$ cat src/rtl/uc_multiciclo.sv
// Multi-cycle MIPS control unit: FETCH/DECODE/EXEC/MEM/WB sequencer sharing one memory port,
// driving the datapath control set plus IR/PC write enables, and counting retired instructions.
module uc_multiciclo #(
  parameter int CNT_W = 32
) (
  input  logic             clk,
  input  logic             rst,
  input  logic [5:0]       inscod,
  input  logic             zero,
  input  logic             mem_ready,
  output logic             mem_req,
  output logic             IRWrite,
  output logic             PCWrite,
  output logic [1:0]       PCSrc,
  output logic             RegDist,
  output logic             Branch,
  output logic             MemRead,
  output logic             Memtoreg,
  output logic [3:0]       ALUop,
  output logic             MemWrite,
  output logic             ALUsrc,
  output logic             Regwrite,
  output logic             jump,
  output logic             illegal,
  output logic [2:0]       state,
  output logic [CNT_W-1:0] instret
);

  typedef enum logic [2:0] {
    FETCH  = 3'd0,
    DECODE = 3'd1,
    EXEC   = 3'd2,
    MEM    = 3'd3,
    WB     = 3'd4
  } state_t;

  localparam logic [5:0] OP_R    = 6'b000000;
  localparam logic [5:0] OP_J    = 6'b000010;
  localparam logic [5:0] OP_BEQ  = 6'b000100;
  localparam logic [5:0] OP_ADDI = 6'b001000;
  localparam logic [5:0] OP_SLTI = 6'b001010;
  localparam logic [5:0] OP_ANDI = 6'b001100;
  localparam logic [5:0] OP_ORI  = 6'b001101;
  localparam logic [5:0] OP_LW   = 6'b100011;
  localparam logic [5:0] OP_SW   = 6'b101011;

  localparam logic [1:0] PC_SEQ = 2'b00;
  localparam logic [1:0] PC_BR  = 2'b01;
  localparam logic [1:0] PC_JMP = 2'b10;

  localparam logic [CNT_W-1:0] CNT_ONE = {{(CNT_W-1){1'b0}}, 1'b1};

  state_t     st;
  state_t     st_nxt;
  logic [5:0] op_q;
  logic       retire;

  function automatic logic [3:0] alu_of(input logic [5:0] op);
    case (op)
      OP_R:    alu_of = 4'b0111;
      OP_ADDI: alu_of = 4'b0001;
      OP_ANDI: alu_of = 4'b0000;
      OP_ORI:  alu_of = 4'b0010;
      OP_SLTI: alu_of = 4'b0011;
      OP_BEQ:  alu_of = 4'b0101;
      OP_LW:   alu_of = 4'b1000;
      OP_SW:   alu_of = 4'b0100;
      OP_J:    alu_of = 4'b0110;
      default: alu_of = 4'b0000;
    endcase
  endfunction

  function automatic logic is_imm(input logic [5:0] op);
    is_imm = (op == OP_ADDI) || (op == OP_ANDI) || (op == OP_ORI) || (op == OP_SLTI);
  endfunction

  function automatic logic supported(input logic [5:0] op);
    supported = (op == OP_R) || is_imm(op) || (op == OP_LW) || (op == OP_SW) ||
                (op == OP_BEQ) || (op == OP_J);
  endfunction

  assign state = st;

  always_ff @(posedge clk or posedge rst) begin
    if (rst) begin
      st      <= FETCH;
      op_q    <= 6'd0;
      instret <= '0;
    end else begin
      st <= st_nxt;
      if (st == DECODE)
        op_q <= inscod;
      if (retire)
        instret <= instret + CNT_ONE;
    end
  end

  // Outputs depend on state and op_q; DECODE looks at inscod because op_q is only loaded at its end.
  always_comb begin
    st_nxt   = st;
    retire   = 1'b0;
    mem_req  = 1'b0;
    IRWrite  = 1'b0;
    PCWrite  = 1'b0;
    PCSrc    = PC_SEQ;
    RegDist  = 1'b0;
    Branch   = 1'b0;
    MemRead  = 1'b0;
    Memtoreg = 1'b0;
    ALUop    = 4'b0000;
    MemWrite = 1'b0;
    ALUsrc   = 1'b0;
    Regwrite = 1'b0;
    jump     = 1'b0;
    illegal  = 1'b0;

    case (st)
      FETCH: begin
        mem_req = 1'b1;
        if (mem_ready) begin
          IRWrite = 1'b1;
          st_nxt  = DECODE;
        end
      end

      DECODE: begin
        if (supported(inscod)) begin
          st_nxt = EXEC;
        end else begin
          illegal = 1'b1;
          PCWrite = 1'b1;
          PCSrc   = PC_SEQ;
          st_nxt  = FETCH;
        end
      end

      EXEC: begin
        ALUop   = alu_of(op_q);
        RegDist = (op_q == OP_R);
        if (op_q == OP_R) begin
          st_nxt = WB;
        end else if (is_imm(op_q)) begin
          ALUsrc = 1'b1;
          st_nxt = WB;
        end else if ((op_q == OP_LW) || (op_q == OP_SW)) begin
          ALUsrc = 1'b1;
          st_nxt = MEM;
        end else if (op_q == OP_BEQ) begin
          Branch  = 1'b1;
          PCWrite = 1'b1;
          PCSrc   = zero ? PC_BR : PC_SEQ;
          retire  = 1'b1;
          st_nxt  = FETCH;
        end else if (op_q == OP_J) begin
          jump    = 1'b1;
          PCWrite = 1'b1;
          PCSrc   = PC_JMP;
          retire  = 1'b1;
          st_nxt  = FETCH;
        end else begin
          st_nxt = FETCH;
        end
      end

      MEM: begin
        mem_req  = 1'b1;
        ALUop    = alu_of(op_q);
        ALUsrc   = 1'b1;
        MemRead  = (op_q == OP_LW);
        MemWrite = (op_q == OP_SW);
        if (mem_ready) begin
          if (op_q == OP_LW) begin
            st_nxt = WB;
          end else begin
            PCWrite = 1'b1;
            PCSrc   = PC_SEQ;
            retire  = 1'b1;
            st_nxt  = FETCH;
          end
        end
      end

      WB: begin
        ALUop    = alu_of(op_q);
        ALUsrc   = (op_q != OP_R);
        Regwrite = 1'b1;
        PCWrite  = 1'b1;
        PCSrc    = PC_SEQ;
        RegDist  = (op_q == OP_R);
        Memtoreg = (op_q == OP_LW);
        retire   = 1'b1;
        st_nxt   = FETCH;
      end

      default: st_nxt = FETCH;
    endcase

    // Reset silences every strobe at once so an abandoned instruction cannot write anything.
    if (rst) begin
      st_nxt   = FETCH;
      retire   = 1'b0;
      mem_req  = 1'b0;
      IRWrite  = 1'b0;
      PCWrite  = 1'b0;
      PCSrc    = PC_SEQ;
      RegDist  = 1'b0;
      Branch   = 1'b0;
      MemRead  = 1'b0;
      Memtoreg = 1'b0;
      ALUop    = 4'b0000;
      MemWrite = 1'b0;
      ALUsrc   = 1'b0;
      Regwrite = 1'b0;
      jump     = 1'b0;
      illegal  = 1'b0;
    end
  end

endmodule

$ cat config.mk
export PLATFORM = sky130hd
export DESIGN_NAME = uc_multiciclo
export DESIGN_NICKNAME = d
export VERILOG_FILES = /design/src/rtl/uc_multiciclo.sv
export SDC_FILE = /design/constraint.sdc
export NUM_CORES = 1
export LEC_CHECK = 0
export CAP_MARGIN = 20
export CORE_UTILIZATION = 51
export CTS_BUF_LIST = sky130_fd_sc_hd__clkbuf_2 sky130_fd_sc_hd__clkbuf_4 sky130_fd_sc_hd__clkbuf_8
export DETAILED_ROUTE_END_ITERATION = 8
export GPL_ROUTABILITY_DRIVEN = 0
export PLACE_DENSITY_LB_ADDON = 0.25
export SYNTH_ARGS = -nofsm -noshare
export SYNTH_HDL_FRONTEND = slang
export SYNTH_SLANG_ARGS = --single-unit
$ cat constraint.sdc
create_clock -name clk -period 2.3 [get_ports clk]
set_input_delay 0.345 -clock clk [delete_from_list [all_inputs] [get_ports clk]]
set_output_delay 0.345 -clock clk [all_outputs]
set_load 0.005 [all_outputs]
* Word level (Yosys, flattened, before mapping) *
Index checks and enable logic that the tools add are counted.

cells by class
  eq/ne operators = 22
  reduce and logical (&&, ||, !) cells = 20
  multiplexer cells = 66
  add/subtract/negate cells = 1

operators with widths
  cell                                           count
  == test 6 x 4 -> 1 bit, second input constant  8
  two-way mux 1 bit                              44
  adder 32 x 1 -> 32 bit, second input constant  1
  one-hot mux 4 bit (8 select lines)             1
  == test 6 bit, second input constant           4
  two-way mux 2 bit                              9
  two-way mux 3 bit                              6
  == test 6 x 2 -> 1 bit, second input constant  2
  == test 6 x 3 -> 1 bit, second input constant  2
  zero test 6 bit                                2
  logical OR 1 bit                               12
  one-hot mux 3 bit (4 select lines)             1
  two-way mux 4 bit                              2
  == test 3 x 2 -> 1 bit, second input constant  2
  != test 3 bit, second input constant           2
  one-hot mux 1 bit (3 select lines)             2
  nonzero test 6 bit                             1
  one-hot mux 1 bit (4 select lines)             1
  OR reduction 2 bit                             2
  == test 3 x 1 -> 1 bit, second input constant  1
  == test 3 bit, second input constant           1
  zero test 3 bit                                1
  OR reduction 3 bit                             1
  AND reduction 2 bit                            1

word-level totals
  word-level logic and storage cells = 112
  bits in registers = 41
  output and inout bits = 53
  input port bits = 10

* Logic depth before layout (Yosys ltp) *
Gate-level depths: netlist (run 1).

  depth after elaboration = 12
  mapped depth = 8

* Worst setup path after synthesis (run 1) *
OpenSTA, ideal clock, no wires.

  path kind = input to register
  start = input rst
  end = register instret[23]
  path buffers = 3
  library setup time = 0.079 ns
  cell stages on the path = 8
  path slack = -0.083 ns
  required time = 2.221 ns
  arrival time = 2.303 ns
  cell sequence = clkbuf_1 -> inv_1 -> nand2b_4 -> and3_1 -> buf_6 -> buf_8 -> nor3_2 -> xor2_1

between the ends
  longest elaborated chain between the ends = 1

RTL lines
  item                  line  source
  from (decl)           7     input logic rst,
  two-way mux 1 bit     199   if (rst) begin
  to (signal assigned)  94    instret <= instret + CNT_ONE;
  to (decl)             26    output logic [CNT_W-1:0] instret

Every way passes these cells.
A chain may end at the register's enable or synchronous reset.

* Worst setup path in the final report (run 1) *
  start = register op_q[5]
  end = output ALUsrc

between the ends
  longest elaborated chain between the ends = 8
  elaborated cells between the ends (all ways) = 17

RTL lines
  item                                  line  source
  from (decl)                           55    logic [5:0] op_q;
  from (signal assigned)                92    op_q <= inscod;
  == test 6 x 4 -> 1 bit                74    is_imm = (op == OP_ADDI) || (op == OP_ANDI) || (op == OP_ORI) || (op == OP_SLTI);
  logical OR 1 bit (3 in a row)         74
  two-way mux 1 bit                     142   end else if (is_imm(op_q)) begin
  two-way mux 1 bit                     140   if (op_q == OP_R) begin
  one-hot mux 1 bit (3 select lines) *  117   case (st)
  two-way mux 1 bit *                   199
  to (decl)                             21    output logic ALUsrc,

Mark *: on every way between the ends. The rest lies on a longest branch, timed or not.

==> results of run 1 <==
stage by stage:
step / hold WS [ps] / util, % / area, µm²
after floorplan: 462 / - / 2430
after global placement: 457 / 72.5 / 3250
after detailed placement: 460 / 72.5 / 3250
after CTS: 472 / 77.2 / 3450
after global routing: 480 / 81.0 / 3620
final: 468 / 81.0 / 3620
Yosys cell counts (2+ instances only):
master and count:
dfrtp_1 41, nand3_1 22, xnor2_1 20, nor2_1 14
xor2_1 14, nand2_1 12, nand4_1 11, clkbuf_1 8
nor3_2 8, and3_1 7, inv_1 5, mux2_2 5
nor3_1 5, o21ai_0 5, a21oi_1 4, a31oi_1 4
and2_1 4, nand2b_1 4, nand3b_1 4, nand4b_1 4
nor3b_1 4, nor4_2 4, and4_1 3, buf_2 2
buf_4 2, nor3b_2 2, nor4_1 2, or2_2 2
state kept, by name, indices dropped and copies added, names as in the netlist:
| register | count |
|---|---|
| op_q | 6 |
| instret | 32 |
| state | 3 |
what timing repair did:
action,4_1_cts,5_1_grt
pin swaps,4,12
endpoints found under the setup margin,16,12
gates resized for setup,22,28
hold buffers,0,0
setup buffers,8,13
how the worst max path moves through the flow:
stage	cells past startpoint	end	slack [ps]
after floorplan	8	instret[3]	110
after global placement	7	PCWrite	-110
after detailed placement	6	ALUop[0]	-140
after CTS	5	ALUop[1]	-110
after global routing	8	ALUop[0]	-10
final	7	ALUsrc	60
worst max-delay path, cell delays in order, from the launching register on:
cell and delay, ps:
dfrtp_2 470, buf_4 170, nor3b_1 180, a31oi_1 70, o22ai_1 170, nand4b_1 150, a31oi_1 170, clkdlybuf4s15_1 240
cell families after synthesis:
logic type      after synthesis  share of synthesized area (%)
simple gates                119                           32.1
fa+ha+maj                     1                          0.515
mux                           5                           2.32
xor+xnor                     34                           12.3
flops                        41                           42.2
compound gates               23                           6.29
buf+inv                      20                           4.28
cell type report:
cell class | instances | share of cell area (%)
Inverter | 5 | 0.621
Clock inverter | 1 | 0.138
Multi-Input combinational cell | 182 | 38.5
Sequential cell | 41 | 28.5
Timing Repair Buffer | 108 | 27.9
Tap cell | 52 | 1.79
Clock buffer | 7 | 2.66
power by group:
group          internal, W  switching (W)  leakage (nW)
Combinational     0.000198       0.000166          1.11
Clock             0.000271       0.000236        0.0542
Sequential        0.000759      0.0000611         0.524
Total              0.00123       0.000463          1.69
metal layers:
layer	vias to the layer above	GRT usage [%]	wire (µm)
met5	-	0	0
met4	0	8.44	129
met3	14	4.42	338
met2	88	42.6	3290
met1	1149	35.1	2800
li1	1076	-	-
==> impl_metrics.yaml, run 1 <==
run_status:
  status: "finished, violations left"
  violations: "DRC"
finish:
  diodes: 0
  multi_input_area_um2: 1390
  layout_commonest_cell: "clkdlybuf4s50_1"
  final_cells: 396
  final_cell_mix: "clkdlybuf4s50_1, buf_4, dfrtp_1"
  area_growth_pct: 49.3
  layout-drive-gt1-share_pct: 29.1
  fin_nets: 354
  seq_area_um2: 1030
  num-fill-cells: 290
detailed_routing:
  num_vias: 2327
  drt_iter0_drc: 241
  antenna_left: 0
  drt_first_pass_iters: 9
  drc: 5
  wl_per_cell_um: 16.6
  via_per_inst: 5.88
  routed_wirelength_um: 6560
flow_run:
  drv_cap: 0
sta:
  setup_violations: 0
  clock.fmax_mhz: 446
  fin_skew_ps: 8.99
  min_period_ps: 2240
  relSlewSlack_pct: 56.2
  setup_ws_ps: 60.2
  finalHoldViolCount: 0
  tns_ps: 0
  tightest_slew_ps: 655
  period_share_pct: 97.4
  report.final.slew_viol_count: 0
worst_setup_path:
  reg2reg_depth: 9
  crit_arrival_ps: 1890
  r2r-start: "state[2]"
  startpoint: "op_q[5]"
  critPathKind: "register to output port"
  rrSetupSlack_ps: 260
  end_kind: "output port"
  r2r-end: "instret[27]"
  required_ps: 1960
  critPathMaxFanout: 7
  critPathLaunchType: "register"
synthesis:
  synth_cells: 243
  synth.largest_area_cell: "dfrtp_1"
  ys_types: 49
  yosys-top-cells-area: "dfrtp_1, xnor2_1, xor2_1"
  synthesis.area_um2: 2430
  yosysWarnings: 0
  ys_seq_elements: 41
  avgSynthCellArea_um2: 9.99
  synthArstFlopShare_pct: 100
  yosysTopAreaCellShare_pct: 42.2
  ys_seq_area_share_pct: 42.2
  synth_ff_type: "dfrtp_1"
  synth-edff-count: 0
  synth_nets: 254
grt:
  antenna_found_initial: 0
  grt_start_max_net_pins: 42
  first_global_vias: 2202
  grt_pass1_wl_um: 10400
  gr-total-overflow: 0
  grt_use_total_pct: 25.9
cts:
  cts_tree: "built"
  cts_buffer_depth: 2
  cts_root_buf: "clkbuf_8"
  cts_buffers: 5
  htreeDepth: 2
  path_clk_slew_ps: 80
  cts.sinks: 41
  clock_latency_ps: 280
pwr:
  power_w: 0.00169
  p_per_area_nw_per_um2: 467
  worst_ir_drop_vdd_uv: 559
  leakagePower_nw: 1.69
floorplan:
  placementRows: 24
  dieArea_um2: 5040
  ios: 63
  die_h_um: 71.0
  die_w_um: 71.0
  initial_utilization_pct: 54.3
  core_um2: 4470
placement:
  dpl.hpwl_um: 4130
  pre_cts_ws_ps: -136
  io_buffers: 62
  dpl.cell_count: 367
worst_hold_path:
  hold_depth: 1
  hold_path.class: "register to register"
  hp-start: "instret[31]"
  holdPathEnd: "instret[31]"
(Power assumes the default switching activity.)
==> run 2: changes to the inputs <==
CAP_MARGIN = 40   (was 20)
==> results of run 2 <==
The final DEF is identical to that of run 1; final timing and power are the same.
